[src/rtl/m3_pkg.sv]
// Shared constants, state encoding and mod-12 index helpers for the M3 step engine.
package m3_pkg;

  localparam int unsigned STEPS_PER_ROUND = 12;
  localparam int unsigned LEN_W           = 22;
  localparam int unsigned ROUND_W         = 26;

  localparam logic [LEN_W-1:0] PERIOD_MIN = 22'd40;
`ifdef SIMULATION
  localparam logic [LEN_W-1:0] PERIOD_MAX = 22'd300;
`else
  localparam logic [LEN_W-1:0] PERIOD_MAX = 22'd4000000;
`endif

  typedef enum logic [1:0] {
    IDLE   = 2'd0,
    SYNC   = 2'd1,
    TRACK  = 2'd2,
    LOCKED = 2'd3
  } state_e;

  function automatic logic [3:0] idx_next(input logic [3:0] idx);
    return (idx == 4'd11) ? 4'd0 : idx + 4'd1;
  endfunction

  function automatic logic [3:0] idx_prev(input logic [3:0] idx);
    return (idx == 4'd0) ? 4'd11 : idx - 4'd1;
  endfunction

endpackage

[src/rtl/m3_interval_cnt.sv]
// Saturating interval counter: reloads 1 on a strobe, flags when it sits at PERIOD_MAX.
module m3_interval_cnt #(
  parameter int unsigned      LEN_W      = m3_pkg::LEN_W,
  parameter logic [LEN_W-1:0] PERIOD_MAX = m3_pkg::PERIOD_MAX
) (
  input  logic             clkI,
  input  logic             nRstI,
  input  logic             clrI,
  input  logic             loadI,
  output logic [LEN_W-1:0] cntO,
  output logic             satO
);

  logic [LEN_W-1:0] cnt_q, cnt_d;

  always_comb begin
    cnt_d = cnt_q;
    if (clrI || loadI) begin
      cnt_d = LEN_W'(1);
    end else if (cnt_q != PERIOD_MAX) begin
      cnt_d = cnt_q + 1'b1;
    end
  end

  always_ff @(posedge clkI or negedge nRstI) begin
    if (!nRstI) begin
      cnt_q <= LEN_W'(1);
    end else begin
      cnt_q <= cnt_d;
    end
  end

  assign cntO = cnt_q;
  assign satO = (cnt_q == PERIOD_MAX);

endmodule

[src/rtl/m3_step_measure.sv]
// Step-interval measurement for the M3 12-step sequencer: validates the index
// sequence, tracks direction and lock, and reports step/round length, stall and over-speed.
module m3_step_measure #(
  parameter int unsigned      LEN_W      = m3_pkg::LEN_W,
  parameter logic [LEN_W-1:0] PERIOD_MAX = m3_pkg::PERIOD_MAX,
  parameter logic [LEN_W-1:0] PERIOD_MIN = m3_pkg::PERIOD_MIN,
  parameter int unsigned      LOCK_CNT   = 3
) (
  input  logic                       clkI,
  input  logic                       nRstI,
  input  logic                       enI,
  input  logic                       stepStrobeI,
  input  logic [3:0]                 stepIdxI,
  output logic [LEN_W-1:0]           stepLenO,
  output logic                       stepLenValidO,
  output logic [m3_pkg::ROUND_W-1:0] roundLenO,
  output logic                       roundValidO,
  output logic                       dirO,
  output logic                       lockedO,
  output logic                       stallO,
  output logic                       seqErrO,
  output logic                       tooFastO
);

  import m3_pkg::state_e;
  import m3_pkg::IDLE;
  import m3_pkg::SYNC;
  import m3_pkg::TRACK;
  import m3_pkg::LOCKED;
  import m3_pkg::ROUND_W;
  import m3_pkg::STEPS_PER_ROUND;
  import m3_pkg::idx_next;
  import m3_pkg::idx_prev;

  localparam int unsigned GOOD_W   = $clog2(LOCK_CNT + 1);
  localparam logic [3:0]  IDX_LIM  = 4'(STEPS_PER_ROUND);
  localparam logic [3:0]  LAST_STEP = 4'(STEPS_PER_ROUND - 1);

  state_e              state_q, state_d;
  logic [3:0]          ref_q, ref_d;
  logic                dir_q, dir_d;
  logic [GOOD_W-1:0]   good_q, good_d;
  logic [ROUND_W-1:0]  acc_q, acc_d;
  logic [3:0]          rstep_q, rstep_d;
  logic [LEN_W-1:0]    len_q, len_d;
  logic                len_vld_q, len_vld_d;
  logic [ROUND_W-1:0]  round_q, round_d;
  logic                round_vld_q, round_vld_d;
  logic                locked_q, locked_d;
  logic                stall_q, stall_d;
  logic                seq_err_q, seq_err_d;
  logic                fast_q, fast_d;

  logic [LEN_W-1:0]    interval;
  logic                sat;
  logic                fwd, rev, in_order, too_fast;
  logic [GOOD_W-1:0]   good_inc;
  logic [ROUND_W-1:0]  acc_sum;

  m3_interval_cnt #(
    .LEN_W      (LEN_W),
    .PERIOD_MAX (PERIOD_MAX)
  ) u_cnt (
    .clkI  (clkI),
    .nRstI (nRstI),
    .clrI  (~enI),
    .loadI (stepStrobeI),
    .cntO  (interval),
    .satO  (sat)
  );

  always_comb begin
    // An out-of-range reference (left behind by an illegal index) matches nothing.
    fwd      = (stepIdxI < IDX_LIM) && (ref_q < IDX_LIM) && (stepIdxI == idx_next(ref_q));
    rev      = (stepIdxI < IDX_LIM) && (ref_q < IDX_LIM) && (stepIdxI == idx_prev(ref_q));
    in_order = (state_q == SYNC) ? (fwd || rev) : (dir_q ? rev : fwd);
    too_fast = (interval < PERIOD_MIN);
    good_inc = good_q + 1'b1;
    acc_sum  = acc_q + ROUND_W'(interval);

    state_d     = state_q;
    ref_d       = ref_q;
    dir_d       = dir_q;
    good_d      = good_q;
    acc_d       = acc_q;
    rstep_d     = rstep_q;
    len_d       = len_q;
    round_d     = round_q;
    locked_d    = locked_q;
    stall_d     = stall_q;
    fast_d      = fast_q;
    len_vld_d   = 1'b0;
    round_vld_d = 1'b0;
    seq_err_d   = 1'b0;

    if (!enI) begin
      state_d  = IDLE;
      ref_d    = '0;
      dir_d    = 1'b0;
      good_d   = '0;
      acc_d    = '0;
      rstep_d  = '0;
      len_d    = '0;
      round_d  = '0;
      locked_d = 1'b0;
      stall_d  = 1'b0;
      fast_d   = 1'b0;
    end else if (stepStrobeI) begin
      stall_d = 1'b0;
      ref_d   = stepIdxI;
      if (state_q == IDLE) begin
        state_d = SYNC;
      end else begin
        len_d     = interval;
        len_vld_d = 1'b1;
        if (too_fast) begin
          fast_d = 1'b1;
        end
        if (!in_order || too_fast) begin
          seq_err_d = 1'b1;
          locked_d  = 1'b0;
          good_d    = '0;
          acc_d     = '0;
          rstep_d   = '0;
          state_d   = SYNC;
        end else if (state_q == LOCKED) begin
          if (rstep_q == LAST_STEP) begin
            round_d     = acc_sum;
            round_vld_d = 1'b1;
            acc_d       = '0;
            rstep_d     = '0;
          end else begin
            acc_d   = acc_sum;
            rstep_d = rstep_q + 4'd1;
          end
        end else begin
          // SYNC always enters with good_q == 0, so it shares the TRACK count-up path.
          if (state_q == SYNC) begin
            dir_d = rev;
          end
          good_d = good_inc;
          if (good_inc == GOOD_W'(LOCK_CNT)) begin
            state_d  = LOCKED;
            locked_d = 1'b1;
          end else begin
            state_d = TRACK;
          end
        end
      end
    end else if (sat) begin
      stall_d  = 1'b1;
      locked_d = 1'b0;
      state_d  = IDLE;
      good_d   = '0;
      acc_d    = '0;
      rstep_d  = '0;
    end
  end

  always_ff @(posedge clkI or negedge nRstI) begin
    if (!nRstI) begin
      state_q     <= IDLE;
      ref_q       <= '0;
      dir_q       <= 1'b0;
      good_q      <= '0;
      acc_q       <= '0;
      rstep_q     <= '0;
      len_q       <= '0;
      len_vld_q   <= 1'b0;
      round_q     <= '0;
      round_vld_q <= 1'b0;
      locked_q    <= 1'b0;
      stall_q     <= 1'b0;
      seq_err_q   <= 1'b0;
      fast_q      <= 1'b0;
    end else begin
      state_q     <= state_d;
      ref_q       <= ref_d;
      dir_q       <= dir_d;
      good_q      <= good_d;
      acc_q       <= acc_d;
      rstep_q     <= rstep_d;
      len_q       <= len_d;
      len_vld_q   <= len_vld_d;
      round_q     <= round_d;
      round_vld_q <= round_vld_d;
      locked_q    <= locked_d;
      stall_q     <= stall_d;
      seq_err_q   <= seq_err_d;
      fast_q      <= fast_d;
    end
  end

  assign stepLenO      = len_q;
  assign stepLenValidO = len_vld_q;
  assign roundLenO     = round_q;
  assign roundValidO   = round_vld_q;
  assign dirO          = dir_q;
  assign lockedO       = locked_q;
  assign stallO        = stall_q;
  assign seqErrO       = seq_err_q;
  assign tooFastO      = fast_q;

endmodule

[config.mk]
export PLATFORM = sky130hd
export DESIGN_NAME = m3_step_measure
export DESIGN_NICKNAME = d
export VERILOG_FILES = /design/src/rtl/m3_pkg.sv /design/src/rtl/m3_interval_cnt.sv /design/src/rtl/m3_step_measure.sv
export SDC_FILE = /design/constraint.sdc
export NUM_CORES = 1
export LEC_CHECK = 0
export CORE_AREA = 8 8 108 110
export CTS_CLUSTER_DIAMETER = 80
export DETAILED_ROUTE_END_ITERATION = 10
export DIE_AREA = 0 0 116 118
export DONT_BUFFER_PORTS = 1
export PLACE_DENSITY = 0.87
export RECOVER_POWER = 50
export SYNTH_ARGS = -nofsm -noshare
export SYNTH_HDL_FRONTEND = slang
export SYNTH_SLANG_ARGS = --single-unit
[constraint.sdc]
create_clock -name clkI -period 5.7 [get_ports clkI]
set_input_delay 1.14 -clock clkI [delete_from_list [all_inputs] [get_ports clkI]]
set_output_delay 1.14 -clock clkI [all_outputs]
set_load 0.03 [all_outputs]
# Word-level counts from Yosys, hierarchy flattened
# Cells that the tools add are included.
# word_totals
register_bits	115
output_inout_bits	55
elab_cells	142
# op_classes
n_addsub	6
n_lt_le_gt_ge	3
n_eq_ne	23
mux	76
bitwise_logic	1
reduce_logical	18
# ops
cell	n
two-way mux 26 bit	13
two-way mux 22 bit	5
two-way mux 4 bit	11
two-way mux 1 bit	36
adder 26 x 22 -> 26 bit	1
adder 22 x 1 -> 22 bit (second input constant)	1
== test 22 bit (second input constant)	1
< comparator 22 x 6 -> 1 bit (second input constant)	1
two-way mux 2 bit	11
!= test 22 bit (second input constant)	1
!= test 2 x 1 -> 1 bit (second input constant)	5
AND reduction 5 bit	2
AND reduction 3 bit	3
adder 4 x 1 -> 4 bit (second input constant)	2
== test 4 bit	2
== test 4 bit (second input constant)	2
< comparator 4 bit (second input constant)	2
!= test 4 x 2 -> 1 bit (second input constant)	2
!= test 2 bit (second input constant)	3
!= test 5 bit (second input constant)	1
== test 2 bit (second input constant)	2
logical NOT 4 bit	1
!= test 4 bit (second input constant)	1
AND reduction 2 bit	2
other kinds (12)	16

# Longest topological paths before layout
# Gate-level depths: netlist of the first run.
# logic_depth
depth_word	12
mapped_depth	11

# Hierarchy
# A second synthesis of the first run with hierarchy kept.
# unflattened
hier_cells	667
hier_area_um2	6446.2
# by_module_without_submodules
mod	instances	cells_per_inst	area_each_um2	seq_area_each_um2
m3_step_measure	1	538	5213.8	2327.2
m3_interval_cnt	1	129	1232.4	551.8

# Worst setup path after synthesis of the first run
# Ideal clock, no wire load.
# synth_timing
path_kind	in2reg
startpoint	input port stepIdxI[3]
endpoint	register round_q[10], in the netlist roundLenO[10]
setup_ns	0.125
arrival_ns	3.264
t_required_ns	5.575
slack_ns	2.311
stages	9
n_path_buf	2
path_cell_list	clkbuf_1 > nor3b_1 > mux2i_1 > a31oi_1 > o211ai_1 > a2111oi_4 > or2b_2 > buf_12 > mux2_4
# synth_between
elab_chain_cells	9
word_cells_on_any_way	13
classes_between	order compare: 1; eq/ne: 3; mux: 2; reduce/logical: 7
# synth_lines
element	line	rtl
start, declared	m3_step_measure.sv:13	input logic [3:0] stepIdxI,
< comparator 4 bit	m3_step_measure.sv:74, m3_step_measure.sv:75	
logical AND 1 bit	m3_step_measure.sv:74, m3_step_measure.sv:75	
logical AND 1 bit (on tied branches)	m3_step_measure.sv:74, m3_step_measure.sv:75	
two-way mux 1 bit / logical OR 1 bit (equally long branches)	m3_step_measure.sv:76	in_order = (state_q == SYNC) ? (fwd || rev) : (dir_q ? rev : fwd);
two-way mux 1 bit (*)	m3_step_measure.sv:76	
logical NOT 1 bit (*)	m3_step_measure.sv:119	if (!in_order || too_fast) begin
logical OR 1 bit (*)	m3_step_measure.sv:119	
!= test 2 bit (no line) (*)	n/a	
AND reduction 5 bit (no line) (*)	n/a	
end signal, assigned	m3_step_measure.sv:185	round_q <= round_d;
end, declared	m3_step_measure.sv:47	logic [ROUND_W-1:0] round_q, round_d;
# Mark *: on every way between the ends. The rest lies on a longest branch, timed or not.
# A chain may end at the register's enable or synchronous reset.

# Worst setup path after layout of the first run
# layout_timing
startpoint	register ref_q[0]
endpoint	register acc_q[15]
# layout_between
elab_chain_cells	12
word_cells_on_any_way	23
classes_between	add/sub: 2; order compare: 1; eq/ne: 4; mux: 8; reduce/logical: 8
# layout_lines
element	line	rtl
start, declared	m3_step_measure.sv:40	logic [3:0] ref_q, ref_d;
start signal, assigned	m3_step_measure.sv:178	ref_q <= ref_d;
adder 4 x 1 -> 4 bit (tied with other cells)	m3_pkg.sv:23	return (idx == 4'd11) ? 4'd0 : idx + 4'd1;
two-way mux 4 bit (on tied branches)	m3_pkg.sv:23, m3_pkg.sv:27	
== test 4 bit (on tied branches)	m3_step_measure.sv:74, m3_step_measure.sv:75	
logical AND 1 bit (on tied branches)	m3_step_measure.sv:74, m3_step_measure.sv:75	
two-way mux 1 bit / logical OR 1 bit (equally long branches)	m3_step_measure.sv:76	
two-way mux 1 bit (*)	m3_step_measure.sv:76	
logical NOT 1 bit (*)	m3_step_measure.sv:119	
logical OR 1 bit (*)	m3_step_measure.sv:119	
two-way mux 26 bit	m3_step_measure.sv:119	
two-way mux 26 bit	m3_step_measure.sv:111	if (state_q == IDLE) begin
two-way mux 26 bit	m3_step_measure.sv:108	end else if (stepStrobeI) begin
two-way mux 26 bit	m3_step_measure.sv:96	if (!enI) begin
end signal, assigned	m3_step_measure.sv:166	acc_q <= '0;
end signal, assigned	m3_step_measure.sv:181	acc_q <= acc_d;
end, declared	m3_step_measure.sv:43	logic [ROUND_W-1:0] acc_q, acc_d;
# Mark *: on every way between the ends. The rest lies on a longest branch, timed or not. The select of a mux whose other input is x is not followed.

==> flow_summary.json, run 1 <==
{
  "fin_ws_ps": 2134,
  "antenna_found_initial": 0,
  "critPathSlowestCell": "a211oi_2",
  "setup.worst_path.start_class": "flop",
  "synthSimpleGateAreaFrac": 0.1513,
  "relSlewSlack": 0.2563,
  "finalSetupViolCount": 0,
  "max_cap_viol_count": 0,
  "syn-cell-area_um2": 6319,
  "grt_max_degree": 116,
  "powerDensity_nw_per_um2": 283.5,
  "antenna_left": 0,
  "hpwl_um": 10890,
  "wl_per_cell_um": 20.18,
  "cts_sinks": 115,
  "root_buffer": "clkbuf_8",
  "dp_cells": 740,
  "place_ws_ps": 1964,
  "placed_area_um2": 6331,
  "worstMarginPinSlew_ps": 1113,
  "cts_made_buffers": 17,
  "syn_nets": 675,
  "hold_buffers": 0,
  "drt_first_pass_iters": 5,
  "cts-resized-gates": 0,
  "nets": 660,
  "swShare": 0.2262,
  "peakVddDrop_v": 0.0001926,
  "path_max_fanout": 17,
  "area_growth_pct": 9.525,
  "fp.dieH_um": 118,
  "grtUsageTotal": 0.2406,
  "min_period_ps": 3566,
  "path_clk_slew_ps": 60,
  "fmax_mhz": 280.5,
  "drive_gt1_frac": 0.07704,
  "intPower_mw": 1.518,
  "max_stage_delay_ps": 970,
  "yosys_most_used_dff": "dfrtp_1",
  "async_flop_share": 1.000,
  "fin_setup_tns_ps": 0,
  "synth_top_area_share": 0.4515,
  "htreeDepth": 4,
  "synth_top_family_by_area": "compound AO/OA/AOI/OAI gates",
  "synth.avg_cell_area_um2": 9.904,
  "synth-xor-area-share": 0.05267,
  "pwr-share-comb": 0.033,
  "fillers": 746,
  "synth_compound_gate_area_share": 0.2077,
  "final_area_um2": 6920,
  "leakage_nw": 3.083,
  "synth_commonest_cells": "dfrtp_1, nand2_1, nor2_1",
  "seqPwrFrac": 0.426,
  "status": "finished clean",
  "fin_crit_sh": 0.6255,
  "drv_slew": 0,
  "grt_setup_unrepaired": "no",
  "critPathCaptureType": "flop",
  "pin_count": 63,
  "grt_pass1_vias": 5216,
  "syn_inst": 638,
  "grt_pass1_wl_um": 26010,
  "fin_cells": 772,
  "yosys.cell_count.top_type": "dfrtp_1",
  "synth_warnings": 0,
  "total_power_mw": 1.962,
  "skew_ps": 11.15,
  "drtIter0Drc": 501,
  "fin_hold_ws_ps": 294.3,
  "drc": 0,
  "postCtsSetupRepairBufs": 0,
  "yosys-top-cells-area": "dfrtp_1, a22o_1, ha_1",
  "synth-adder-area-share": 0.05861,
  "place_congestion": 0.9460,
  "crit_chain": "inv_1 -> ha_1 -> xor2_1 -> nand2_1 -> nor3_1 -> o211ai_1 -> a211oi_2 -> and2_1 -> a22o_1",
  "finalWirelength_um": 15580,
  "cts_tree": "built",
  "clock_power_share": 0.541,
  "hp-class": "in -> async",
  "io_buffer_count": 0,
  "path_class": "reg -> reg",
  "die_area_um2": 13690,
  "n_antenna_cell": 0,
  "insertion_delay_ps": 540,
  "vias": 5046,
  "overflow": 0,
  "muxShareOfSynthArea": 0.03089,
  "yosys.area.top_type": "dfrtp_1",
  "coreArea_um2": 10000,
  "final_core_util": 0.6921,
  "cp.arrival_ps": 4030,
  "ys_seq_area_frac": 0.4556,
  "switchingPower_mw": 0.4437,
  "cp.required_ps": 6170,
  "hold_viol": 0,
  "via_per_inst": 6.536,
  "die_w_um": 116,
  "synth_seq_cells": 115,
  "clk_path_buf_depth": 2,
  "rows": 37,
  "synth-edff-count": 0,
  "yosysUniqueCellTypes": 65,
  "initial_core_util": 0.6319
}
cell type report:
class / instances / area, um2 / share of cell area
Clock buffer: 18 / 427.9 / 0.06183
Clock inverter: 14 / 161.4 / 0.02332
Inverter: 28 / 105.1 / 0.01519
Multi-Input combinational cell: 460 / 3169 / 0.4580
Sequential cell: 115 / 2879 / 0.4160
Tap cell: 136 / 170.2 / 0.02459
Timing Repair Buffer: 1 / 7.507 / 0.001085
placed cells by master (no fill, tap or decap), types with 4 or more instances in the layout:
cell type and count:
dfrtp_1 114, nand2_1 53, nor2_1 48, a22o_1 44, a21oi_1 37, ha_1 28
inv_1 27, o21ai_0 25, xor2_1 20, xnor2_1 18, nand3_1 16, nand4_1 16
clkbuf_16 16, nor3_1 14, mux2i_1 12, or3_1 8, a211oi_1 8, o2bb2ai_1 8
nand2b_1 7, o211ai_1 6, a21o_1 6, nor2b_1 5, nor3b_1 5, o21a_1 5
and2_1 5, clkinvlp_4 5, clkinv_2 5, a31oi_1 4, o22ai_1 4, mux2_2 4
metal layers:
layer / vias up / share of wire / track usage
met2: 206 / 0.47 / 0.3717
met4: 0 / 0.026 / 0.1079
met5: - / 0 / 0
li1: 2304 / - / -
met1: 2491 / 0.42 / 0.3018
met3: 45 / 0.083 / 0.07234
registers in the layout (all words and copies together), names as in the netlist, 2 cells and up:
signal / count
acc_q: 26
rstep_q: 4
ref_q: 4
roundLenO: 26
good_q: 2
state_q: 2
stepLenO: 22
u_cnt.cntO: 22
power by group through the flow:
stage               logic (mW)  registers [mW]  clock network, mW
floorplan               0.0617           0.846                  0
global placement        0.0611           0.850                  0
detailed placement      0.0639           0.850                  0
CTS                     0.0645           0.835               1.07
global route            0.0712           0.836               1.11
finish                  0.0651           0.835               1.06
worst max-delay path: cells and delay by family, from the launching register on:
family	cells	cell delay, ps
xor+xnor	1	230
fa+ha+maj	1	310
compound gates	3	1470
flops	1	530
simple gates	3	850
buf+inv	1	90
logic make-up after synthesis:
logic type                 after synthesis
buffers and inverters                   63
and+or+nand+nor                        195
DFF                                    115
xor gates and xnor gates                38
AOI/OAI and AO/OA                      180
muxes                                   18
adders and majority gates               29
path summary, 6_finish.rpt:
path                           start             to  slack, ps  cells after the start
max                         ref_q[0]      acc_q[15]       2130                      9
min                            nRstI       ref_q[0]        290                      0
max reg2reg                 ref_q[0]      acc_q[15]       2130                      9
min reg2reg                acc_q[20]      acc_q[20]        490                      1
max in group asynchronous      nRstI  u_cnt.cntO[0]       5200                      0
min in group clkI          acc_q[20]      acc_q[20]        490                      1
No activity file was read; power rests on OpenSTA's default activity.
==> run 2, diff against run 1 <==
--- a/config.mk
+++ b/config.mk
@@ -5,12 +5,12 @@
 export SDC_FILE = /design/constraint.sdc
 export NUM_CORES = 1
 export LEC_CHECK = 0
-export CORE_AREA = 8 8 108 110
+export CORE_AREA = 8 8 114 116
 export CTS_CLUSTER_DIAMETER = 80
 export DETAILED_ROUTE_END_ITERATION = 10
-export DIE_AREA = 0 0 116 118
+export DIE_AREA = 0 0 122 124
 export DONT_BUFFER_PORTS = 1
-export PLACE_DENSITY = 0.87
+export PLACE_DENSITY = 0.82
 export RECOVER_POWER = 50
 export SYNTH_ARGS = -nofsm -noshare
 export SYNTH_HDL_FRONTEND = slang
==> constraint.sdc (replaced) <==
create_clock -name clkI -period 2.96 [get_ports clkI]
set_input_delay 0.592 -clock clkI [delete_from_list [all_inputs] [get_ports clkI]]
set_output_delay 0.592 -clock clkI [all_outputs]
set_load 0.03 [all_outputs]
==> flow_summary.json, run 2 (synthesis gave the netlist of run 1 again) <==
{
  "powerDensity_nw_per_um2": 550.4,
  "critPathCaptureType": "flop",
  "total_power_mw": 3.948,
  "path_class": "reg -> reg",
  "cp.arrival_ps": 3150,
  "fmax_mhz": 350.5,
  "drive_gt1_frac": 0.1172,
  "antenna_left": 0,
  "initial_core_util": 0.5654,
  "fp.dieH_um": 124,
  "die_w_um": 122,
  "cpLargestDelayFamily": "compound AO/OA/AOI/OAI gates",
  "clock_power_share": 0.556,
  "nets": 682,
  "fin_hold_ws_ps": -132.7,
  "cts_tree": "built",
  "overflow": 0,
  "fin_ws_ps": 106.7,
  "rows": 39,
  "fillers": 862,
  "grt_pass1_wl_um": 26810,
  "leakage_nw": 3.220,
  "hold_viol": 114,
  "cts_sinks": 115,
  "grtUsageTotal": 0.2286,
  "vias": 5158,
  "status": "complete, but fails checks",
  "intPower_mw": 3.103,
  "n_antenna_cell": 0,
  "drv_slew": 0,
  "drtIter0Drc": 481,
  "wl_per_cell_um": 21.05,
  "swShare": 0.2140,
  "cts_made_buffers": 17,
  "grt_pass1_vias": 5103,
  "switchingPower_mw": 0.8449,
  "drt_first_pass_iters": 5,
  "pwr-share-comb": 0.037,
  "startpoint": "ref_q[0]",
  "peakVddDrop_v": 0.0004404,
  "fin_crit_sh": 0.9640,
  "cp.required_ps": 3250,
  "clk_path_buf_depth": 2,
  "drc": 0,
  "finalWirelength_um": 16840,
  "seqPwrFrac": 0.407,
  "setup.worst_path.start_class": "flop",
  "final_common_cell": "dfrtp_1",
  "relSlewSlack": 0.1693,
  "hp-class": "in -> async",
  "critPathSlowestCell": "a2111oi_4",
  "final_cell_mix": "dfrtp_1, nand2_1, nor2_1",
  "root_buffer": "clkbuf_16",
  "die_area_um2": 15130,
  "place_congestion": 0.9284,
  "path_clk_slew_ps": 60,
  "grt_max_degree": 116,
  "area_growth_pct": 13.52,
  "r2r_start": "ref_q[0]",
  "crit_chain": "inv_1 -> ha_1 -> o21bai_1 -> mux2i_1 -> a31oi_1 -> o211ai_1 -> a2111oi_4 -> or2b_4 -> mux2_2",
  "max_stage_delay_ps": 520,
  "min_period_ps": 2853,
  "finalSetupViolCount": 0,
  "fin_setup_tns_ps": 0,
  "via_per_inst": 6.448,
  "pin_count": 63,
  "crit_buf_inv": 1,
  "htreeDepth": 4,
  "antenna_found_initial": 0,
  "skew_ps": 8.099,
  "place_ws_ps": 36.86,
  "io_buffer_count": 0,
  "worstMarginPinSlew_ps": 1246,
  "path_max_fanout": 6,
  "final_core_util": 0.6419,
  "hpwl_um": 11420,
  "coreArea_um2": 11170,
  "violations": "hold timing",
  "max_cap_viol_count": 0,
  "insertion_delay_ps": 420
}
==> run 2: cell types whose count changed in the layout (fill, tap and decap cells not counted), moves of 2 or more <==
cell / before / now
buf_4: 1 / 19
clkinvlp_4: 5 / 2
a211oi_1: 8 / 6
a211oi_2: 1 / 3
buf_6: 0 / 2
clkbuf_1: 0 / 2
==> run 2: worst paths after layout <==
| path | endpoint | slack [ps] | depth (start not counted) |
|---|---|---|---|
| max | roundLenO[7] | 110 | 9 |
| min | dirO | -130 | 0 |
| max reg2reg | roundLenO[7] | 110 | 9 |
| min reg2reg | acc_q[5] | 500 | 1 |
| max in group asynchronous | u_cnt.cntO[0] | 2800 | 0 |
| min in group clkI | state_q[1] | 320 | 2 |
==> run 2: timing repair <==
action                                  in CTS  in global routing
gates resized for setup                      1                 10
endpoints found under the setup margin       1                 45
gates cloned                                 0                  1
pin swaps                                    0                  4
buffers inserted                             0                  5
endpoints found under the hold margin      114                114
==> run 2: per-layer routing <==
layer  up-vias  part of all wire  GRT usage
li1       2353                 -          -
met1      2549              0.42     0.2878
met2       222              0.47     0.3567
met3        34             0.090    0.07616
met4         0             0.024    0.09252
met5         -                 0          0
==> run 2: layout make-up <==
class                      instances  area (um2)  area share
clock buffer                      21       470.5     0.06559
inverter                          28       105.1     0.01465
sequential                       115        2880      0.4015
clock inverter                    10       155.1     0.02163
timing repair buffer              22       168.9     0.02355
multi-input combinational        461        3214      0.4481
tap                              143       178.9     0.02494
==> run 2: power by group through the flow <==
stage	registers [mW]	logic (mW)	clock network, mW
3_5_place_dp	1.64	0.132	0
6_report	1.61	0.144	2.19
5_1_grt	1.61	0.157	2.30
4_1_cts	1.61	0.134	2.21
2_1_floorplan	1.63	0.119	0
3_3_place_gp	1.63	0.128	0
==> run 2: metrics by stage <==
step | instance area (um2) | std cells
after global routing | 7173 | 800
after global placement | 6460 | 763
final | 7173 | 800
after detailed placement | 6460 | 763
after CTS | 7088 | 794
after floorplan | 6319 | 638
==> run 2: worst register-to-register path: cells and delay by family, from the launching register on <==
family	cells	cell delay [ps]
buf+inv	1	70
fa+ha+maj	1	230
simple gates	1	270
flops	1	410
mux	2	480
compound gates	4	1260
